[config.mk]
export PLATFORM = sky130hd
export DESIGN_NAME = uart_tx_param
export DESIGN_NICKNAME = d
export VERILOG_FILES = /design/src/rtl/uart_tx_param.sv
export SDC_FILE = /design/constraint.sdc
export NUM_CORES = 1
export LEC_CHECK = 0
export BUFFER_PORTS_ARGS = -buffer_cell sky130_fd_sc_hd__buf_2
export CORE_MARGIN = 2
export CORE_UTILIZATION = 60
export DETAILED_ROUTE_END_ITERATION = 16
export PLACE_DENSITY_LB_ADDON = 0.2
export SYNTH_ARGS = -nofsm -noshare
export SYNTH_HDL_FRONTEND = slang
export SYNTH_SLANG_ARGS = --single-unit
[constraint.sdc]
create_clock -name sys_clk -period 4.12 [get_ports sys_clk]
set_input_delay 0.618 -clock sys_clk [delete_from_list [all_inputs] [get_ports sys_clk]]
set_output_delay 0.618 -clock sys_clk [all_outputs]
set_load 0.05 [all_outputs]
[src/rtl/uart_tx_param.sv]
// Parameterised UART transmitter: start bit, DATA_BITS data bits LSB first, optional
// odd/even parity, STOP_BITS stop bits. Level-sensitive valid/ready handshake.
module uart_tx_param #(
    parameter int unsigned BAUD_DIV  = 434,
    parameter int unsigned DATA_BITS = 8,
    parameter int unsigned PARITY    = 0,
    parameter int unsigned STOP_BITS = 1
) (
    input  logic                 sys_clk,
    input  logic                 rst,
    input  logic [DATA_BITS-1:0] data_in,
    input  logic                 tx_valid,
    output logic                 tx_ready,
    output logic                 busy_flag,
    output logic                 frame_done,
    output logic                 tx
);

    localparam int unsigned BW = $clog2(BAUD_DIV);
    localparam int unsigned CW = $clog2(DATA_BITS);

    localparam logic [BW-1:0] BAUD_LAST = BW'(BAUD_DIV - 1);
    localparam logic [CW-1:0] DATA_LAST = CW'(DATA_BITS - 1);
    localparam logic [CW-1:0] STOP_LAST = CW'(STOP_BITS - 1);

    localparam logic [2:0] S_IDLE   = 3'd0;
    localparam logic [2:0] S_START  = 3'd1;
    localparam logic [2:0] S_DATA   = 3'd2;
    localparam logic [2:0] S_PARITY = 3'd3;
    localparam logic [2:0] S_STOP   = 3'd4;

    logic [2:0]           r_state;
    logic [BW-1:0]        r_baud_cnt;
    logic [CW-1:0]        r_bit_cnt;
    logic [DATA_BITS-1:0] r_shift;
    logic                 r_parity;
    logic                 r_tx;
    logic                 r_frame_done;

    logic w_idle;
    logic w_baud_wrap;

    assign w_idle      = (r_state == S_IDLE);
    assign w_baud_wrap = (r_baud_cnt == BAUD_LAST);

    assign tx_ready   = w_idle;
    assign busy_flag  = ~w_idle;
    assign frame_done = r_frame_done;
    assign tx         = r_tx;

    // r_tx is loaded with the value of the state being entered, so the line
    // changes on the same edge as the state and stays glitch-free.
    always_ff @(posedge sys_clk) begin
        if (rst) begin
            r_state      <= S_IDLE;
            r_baud_cnt   <= '0;
            r_bit_cnt    <= '0;
            r_shift      <= '0;
            r_parity     <= 1'b0;
            r_tx         <= 1'b1;
            r_frame_done <= 1'b0;
        end else begin
            r_frame_done <= 1'b0;
            if (!w_idle) begin
                r_baud_cnt <= w_baud_wrap ? '0 : r_baud_cnt + BW'(1);
            end
            case (r_state)
                S_IDLE: begin
                    r_tx       <= 1'b1;
                    r_baud_cnt <= '0;
                    r_bit_cnt  <= '0;
                    if (tx_valid) begin
                        r_shift  <= data_in;
                        r_parity <= (PARITY == 1) ? ~(^data_in) : (^data_in);
                        r_tx     <= 1'b0;
                        r_state  <= S_START;
                    end
                end
                S_START: begin
                    if (w_baud_wrap) begin
                        r_tx    <= r_shift[0];
                        r_state <= S_DATA;
                    end
                end
                S_DATA: begin
                    if (w_baud_wrap) begin
                        if (r_bit_cnt == DATA_LAST) begin
                            r_bit_cnt <= '0;
                            if (PARITY != 0) begin
                                r_tx    <= r_parity;
                                r_state <= S_PARITY;
                            end else begin
                                r_tx    <= 1'b1;
                                r_state <= S_STOP;
                            end
                        end else begin
                            r_bit_cnt <= r_bit_cnt + CW'(1);
                            r_shift   <= r_shift >> 1;
                            r_tx      <= r_shift[1];
                        end
                    end
                end
                S_PARITY: begin
                    if (w_baud_wrap) begin
                        r_tx    <= 1'b1;
                        r_state <= S_STOP;
                    end
                end
                S_STOP: begin
                    r_tx <= 1'b1;
                    if (w_baud_wrap) begin
                        if (r_bit_cnt == STOP_LAST) begin
                            r_bit_cnt    <= '0;
                            r_frame_done <= 1'b1;
                            r_state      <= S_IDLE;
                        end else begin
                            r_bit_cnt <= r_bit_cnt + CW'(1);
                        end
                    end
                end
                default: begin
                    r_tx    <= 1'b1;
                    r_state <= S_IDLE;
                end
            endcase
        end
    end

endmodule

==> results of run 1 <==
## worst min-delay path, delay by kind of cell, from the launching register on
family	cells	cell delay, ns
AO/OA/AOI/OAI	2	0.12
flip-flops	1	0.34
## cells in the mapped netlist
master	instances	area share
a21oi_1	11	0.041
a22oi_1	2	0.011
a32oi_2	1	0.012
and2b_2	2	0.013
and3_1	1	0.0047
and4_1	1	0.0065
and4b_1	1	0.0075
and4bb_2	1	0.0093
buf_2	1	0.0037
buf_4	1	0.0056
buf_6	1	0.0084
clkbuf_1	5	0.014
dfxtp_1	25	0.37
ha_1	5	0.047
inv_1	9	0.025
mux2i_1	11	0.082
nand2_1	4	0.011
nand2b_1	4	0.019
nand3_1	5	0.019
nand4_1	2	0.0093
nand4b_1	1	0.0065
nor2_1	13	0.036
nor3_1	2	0.0075
nor3b_1	1	0.0056
nor3b_2	2	0.019
nor4_1	1	0.0047
o2111ai_1	1	0.0065
o211ai_1	1	0.0056
o21ai_0	11	0.041
o221ai_1	1	0.0065
o31ai_1	1	0.0056
or2_2	1	0.0047
or2b_1	1	0.0056
or3_1	4	0.019
or3_2	4	0.022
or4_1	2	0.011
or4b_1	1	0.0075
or4b_2	1	0.0075
or4bb_1	1	0.0084
xnor2_1	1	0.0065
xor2_1	6	0.039
## flip-flops by register name, indices dropped and copies added (netlist names)
register / count
r_state: 3
r_bit_cnt: 3
r_shift: 8
tx: 1
r_baud_cnt: 9
frame_done: 1
## path summary, 6_finish.rpt
kind	start	endpoint	cells after the start
worst max-delay path	r_state[2]	tx_ready	4
worst min register to register	r_shift[2]	r_shift[2]	2
worst max register to register	r_bit_cnt[0]	r_shift[7]	6
worst min-delay path	r_shift[2]	r_shift[2]	2
## per-stage QoR
| step | cell area [µm²] | setup WS (ns) | std cells | hold slack (ns) | total power, mW |
|---|---|---|---|---|---|
| 2_1_floorplan | 1340 | 2.09 | 150 | 0.442 | 0.298 |
| 3_3_place_gp | 1400 | 2.17 | 184 | 0.458 | 0.309 |
| 3_5_place_dp | 1400 | 2.09 | 184 | 0.471 | 0.310 |
| 4_1_cts | 1430 | 1.89 | 188 | 0.491 | 0.418 |
| 5_1_grt | 1430 | 1.76 | 188 | 0.522 | 0.430 |
| 6_report | 1430 | 1.85 | 188 | 0.490 | 0.415 |
## logic make-up (layout without fill, tap and decap cells)
logic type / count (synthesis) / count (layout) / share of synthesized area
muxes: 11 / 11 / 0.0822
and+or+nand+nor: 56 / 56 / 0.264
AOI/OAI and AO/OA: 29 / 29 / 0.130
adders and majority gates: 5 / 5 / 0.0467
DFF: 25 / 25 / 0.374
xor gates and xnor gates: 7 / 7 / 0.0458
buffers and inverters: 17 / 27 / 0.0570
## cell type report
class,instances,share of cell area
clock buffers,4,0.0184
inverters,9,0.0237
multi-input cells,108,0.534
flip-flops and latches,25,0.351
well taps,28,0.0245
repair buffers,14,0.0491
## power groups by stage
stage	combinational (mW)	clock (mW)	sequential (mW)
6_report	0.0489	0.110	0.256
5_1_grt	0.0540	0.119	0.258
4_1_cts	0.0488	0.113	0.256
3_5_place_dp	0.0487	0	0.262
3_3_place_gp	0.0473	0	0.261
2_1_floorplan	0.0359	0	0.262
## layer usage
layer | part of all wire | wire length (µm) | global-route usage
met1 | 0.48 | 1240 | 0.280
met2 | 0.47 | 1220 | 0.361
met3 | 0.033 | 86 | 0.0380
met4 | 0.013 | 33 | 0.123
met5 | 0 | 0 | 0
==> impl_metrics.yaml, run 1 <==
grt:
  grt_pass1_vias: 1066
  grt_usage: 0.222
  grt.overflow.total: 0
  grt_first_pass_wirelength_mm: 4.44
  antenna_found_initial: 0
  grt_max_degree: 26
synthesis:
  seq_area_frac_synth: 0.374
  synth_area_per_cell_um2: 8.93
  syn-cell-area_um2: 1340
  netlist_instances: 150
  yosysWarnings: 0
  synth_nets: 166
  ys_seq_elements: 25
  yosys.cell_types.count: 41
placed_design:
  gp_congestion: 0.912
  place_hpwl_mm: 1.81
  io_buffers: 14
sta:
  tightest_slew_ns: 0.713
  period_minus_slack_ns: 2.27
  tns_ns: 0
  fin_skew_ns: 0.00994
  maxSlewHeadroom: 0.523
  slew_violations: 0
  period_share: 0.550
  rsz0062_at_grt: "no"
  hold_viol: 0
  finalSetupViolations: 0
  timing.fmax_mhz: 441
power:
  power_leakage_nw: 0.524
  p_sw_uw: 109
  powerDensity_nw_per_um2: 291
  pwr-share-comb: 0.118
  pwr-share-seq: 0.617
  clockPowerShare: 0.265
  ir_worst_vdd_v: 0.000201
  internal_power_uw: 306
  netSwitchingFraction: 0.264
critical_path:
  cp-end-kind: "output port"
  critPathBufInv: 3
  worst-endpoint-required_ns: 3.50
  crit_path_start_kind: "flop"
  crit_family: "flip-flops"
  arrival_ns: 1.65
  path_class: "flop to output port"
  worstPathCellList: "inv_1 -> nand2_1 -> inv_1 -> buf_2"
  cp_common_cell: "inv_1"
  slowest_delay_ns: 0.80
  r2r_slack_ns: 2.06
  cpMaxStageDelayCell: "dfxtp_1"
  crit_fanout: 25
layout:
  multi_input_area_um2: 762
  antenna_cells: 0
  post-route-util: 0.658
  register_area_um2: 500
  area_delta_synth_final_pct: 6.64
  n_fill_cell: 195
  drive_gt1_frac: 0.181
  final_common_cell: "dfxtp_1"
  mostFrequentLayoutCells: "25 x dfxtp_1, 14 x buf_2, 13 x nor2_1"
  nets: 177
cts:
  worstSkewPairLatency_ns: 0.32
  cts.path.max_buffers: 2
  cts_tree: "yes"
  cts_setup_buffers: 0
  cts_resized: 0
  h-tree-depth: 1
  clk_pin_slew_ns: 0.14
  numCtsBuffers: 3
  root_buffer: "clkbuf_4"
  cts_num_sinks: 25
  cts_hold_buf: 0
drt:
  ant_nets: 0
  num_vias: 1074
  drc: 0
  wl_per_cell_um: 13.7
  vias_per_cell: 5.71
  routed_wl_mm: 2.57
  drt_iter0_markers: 22
  firstDrtPassIters: 4
floorplanning:
  core_area_um2: 2170
  initial_core_util: 0.617
  rows: 17
  die_w_um: 51.2
  die_y_um: 51.2
  die_area_um2: 2630
  ios: 15
run_status:
  status: "completed"
worst_hold_path:
  min_path_type: "flop to flop"
job:
  max_cap_viol_count: 0
Note: power is estimated with default switching activity, not from simulation.
==> run 2, diff against run 1 <==
- CORE_UTILIZATION: 60 -> 57
- clock period: 4.12 -> 2.1 ns (I/O delays scaled with it)
==> run 2 against run 1 <==
Compared with the run above: clock power rose by 93%; critical path depth increased by 2; global-route usage fell by 1.8 points; worst setup slack lost 1.7 ns; critical endpoint is now r_shift[7].
==> impl_metrics.yaml, run 2 (synthesis results as in run 1) <==
job:
  max_cap_viol_count: 0
grt:
  grt_first_pass_wirelength_mm: 4.31
  top_usage_layer: "met2"
  grt_max_degree: 21
  grt_pass1_vias: 1001
  antenna_found_initial: 0
  grt.overflow.total: 0
  grt_usage: 0.205
  grtUsageMet1: 0.285
  globalRouteMet3Util: 0.0257
  grt_util_met2: 0.327
critical_path:
  path_class: "flop to flop"
  slowest_delay_ns: 0.53
  cp-end-kind: "flop"
  cp_common_cell: "ha_1"
  cpMaxStageDelayCell: "or4b_1"
  crit_fanout: 11
  worst-endpoint-required_ns: 2.35
  worstPathCellList: "ha_1 -> ha_1 -> nor3b_4 -> a32oi_4 -> or4b_1 -> a21oi_1"
  arrival_ns: 2.22
  crit_path_start_kind: "flop"
cts:
  cts_num_sinks: 25
  clk_pin_slew_ns: 0.13
  root_buffer: "clkbuf_4"
  cts.path.max_buffers: 2
  cts_tree: "yes"
  numCtsBuffers: 3
  worstSkewPairLatency_ns: 0.31
  cts_hold_buf: 0
  h-tree-depth: 1
power:
  power_leakage_nw: 0.560
  ir_worst_vdd_v: 0.000397
  powerDensity_nw_per_um2: 547
  finalPower_uw: 821
layout:
  drive_gt1_frac: 0.228
  antenna_cells: 0
  mostFrequentLayoutCells: "25 x dfxtp_1, 14 x buf_2, 12 x nor2_1"
  n_fill_cell: 188
  largest_registers: "r_baud_cnt x9, r_shift x8"
  nets: 184
  largest_reg_flops: 9
  final_common_cell: "dfxtp_1"
  area_delta_synth_final_pct: 12.1
  max_flop_register: "r_baud_cnt"
drt:
  drc: 0
  firstDrtPassIters: 5
  routed_wl_mm: 2.52
  num_vias: 1103
  vias_per_cell: 5.66
  drt_iter0_markers: 30
  wl_per_cell_um: 12.9
  ant_nets: 0
floorplanning:
  ios: 15
  die_area_um2: 2750
  rows: 17
  die_w_um: 52.5
  core_area_um2: 2210
  die_y_um: 52.5
  initial_core_util: 0.605
sta:
  rsz0062_at_grt: "no"
  maxSlewHeadroom: 0.672
  slew_violations: 0
  period_share: 0.936
  finalSetupViolations: 0
  timing.fmax_mhz: 509
  hold_viol: 0
  tightest_slew_ns: 0.492
  tns_ns: 0
  fin_skew_ns: 0.00177
  period_minus_slack_ns: 1.96
  fin_ws_ns: 0.135
worst_hold_path:
  min_path_type: "input pin to flop"
placed_design:
  place_hpwl_mm: 1.77
  io_buffers: 14
  place_ws_ns: 0.0374
  gp_congestion: 0.828
run_status:
  status: "completed"
## run 2: cell count changes in the layout (fill, tap and decap cells not counted)
| cell | delta |
|---|---|
| a32oi_4 | +1 |
| a32oi_2 | -1 |
| clkinv_2 | +1 |
| buf_4 | +7 |
| nor3b_2 | -1 |
| nor2_2 | +1 |
| clkbuf_1 | -1 |
| nor2_1 | -1 |
| nor3b_4 | +1 |
## run 2: power breakdown
| part | internal [mW] | switching, mW |
|---|---|---|
| registers | 0.489 | 0.0129 |
| logic | 0.0442 | 0.0631 |
| clock network | 0.0711 | 0.140 |
| total | 0.605 | 0.217 |
## run 2: worst paths after layout
path | from | to | slack, ns | cells past startpoint
worst min-delay path | data_in[7] | r_shift[7] | 0.34 | 3
worst max register to register | r_bit_cnt[0] | r_shift[7] | 0.14 | 6
worst max-delay path | r_bit_cnt[0] | r_shift[7] | 0.14 | 6
worst min register to register | r_shift[2] | r_shift[2] | 0.48 | 2
## run 2: metal layers
layer / routed length (µm) / up-vias / share of wire
met5: 0 / - / 0
met4: 21 / 0 / 0.0083
met3: 79 / 2 / 0.031
met2: 1130 / 17 / 0.45
met1: 1290 / 517 / 0.51
li1: - / 567 / -
## run 2: critical path, delay by kind of cell (launching register included)
kind                     cells  cell delay [ns]
adder cells (fa/ha/maj)      2             0.44
flip-flops                   1             0.36
AO/OA/AOI/OAI                2             0.34
AND/OR/NAND/NOR              2             0.76
## run 2: cell type report
class,count,area [µm²],share of cell area
multi-input cells,108,782,0.521
flip-flops and latches,25,500,0.333
repair buffers,21,123,0.0817
well taps,28,35.0,0.0233
inverters,9,33.8,0.0225
clock buffers,3,22.5,0.0150
clock inverters,1,5.00,0.00333
## run 2: per-stage QoR
stage	hold WS, ns	cells	area (µm²)	utilization
floorplan	0.442	150	1340	-
global placement	0.458	188	1430	0.647
detailed placement	0.465	188	1430	0.647
CTS	0.332	192	1460	0.660
global route	0.347	195	1500	0.679
finish	0.340	195	1500	0.679
## run 2: repair_timing
action	CTS	global route
setup buffers	0	3
gates resized for setup	0	3
setup endpoints to repair	0	6
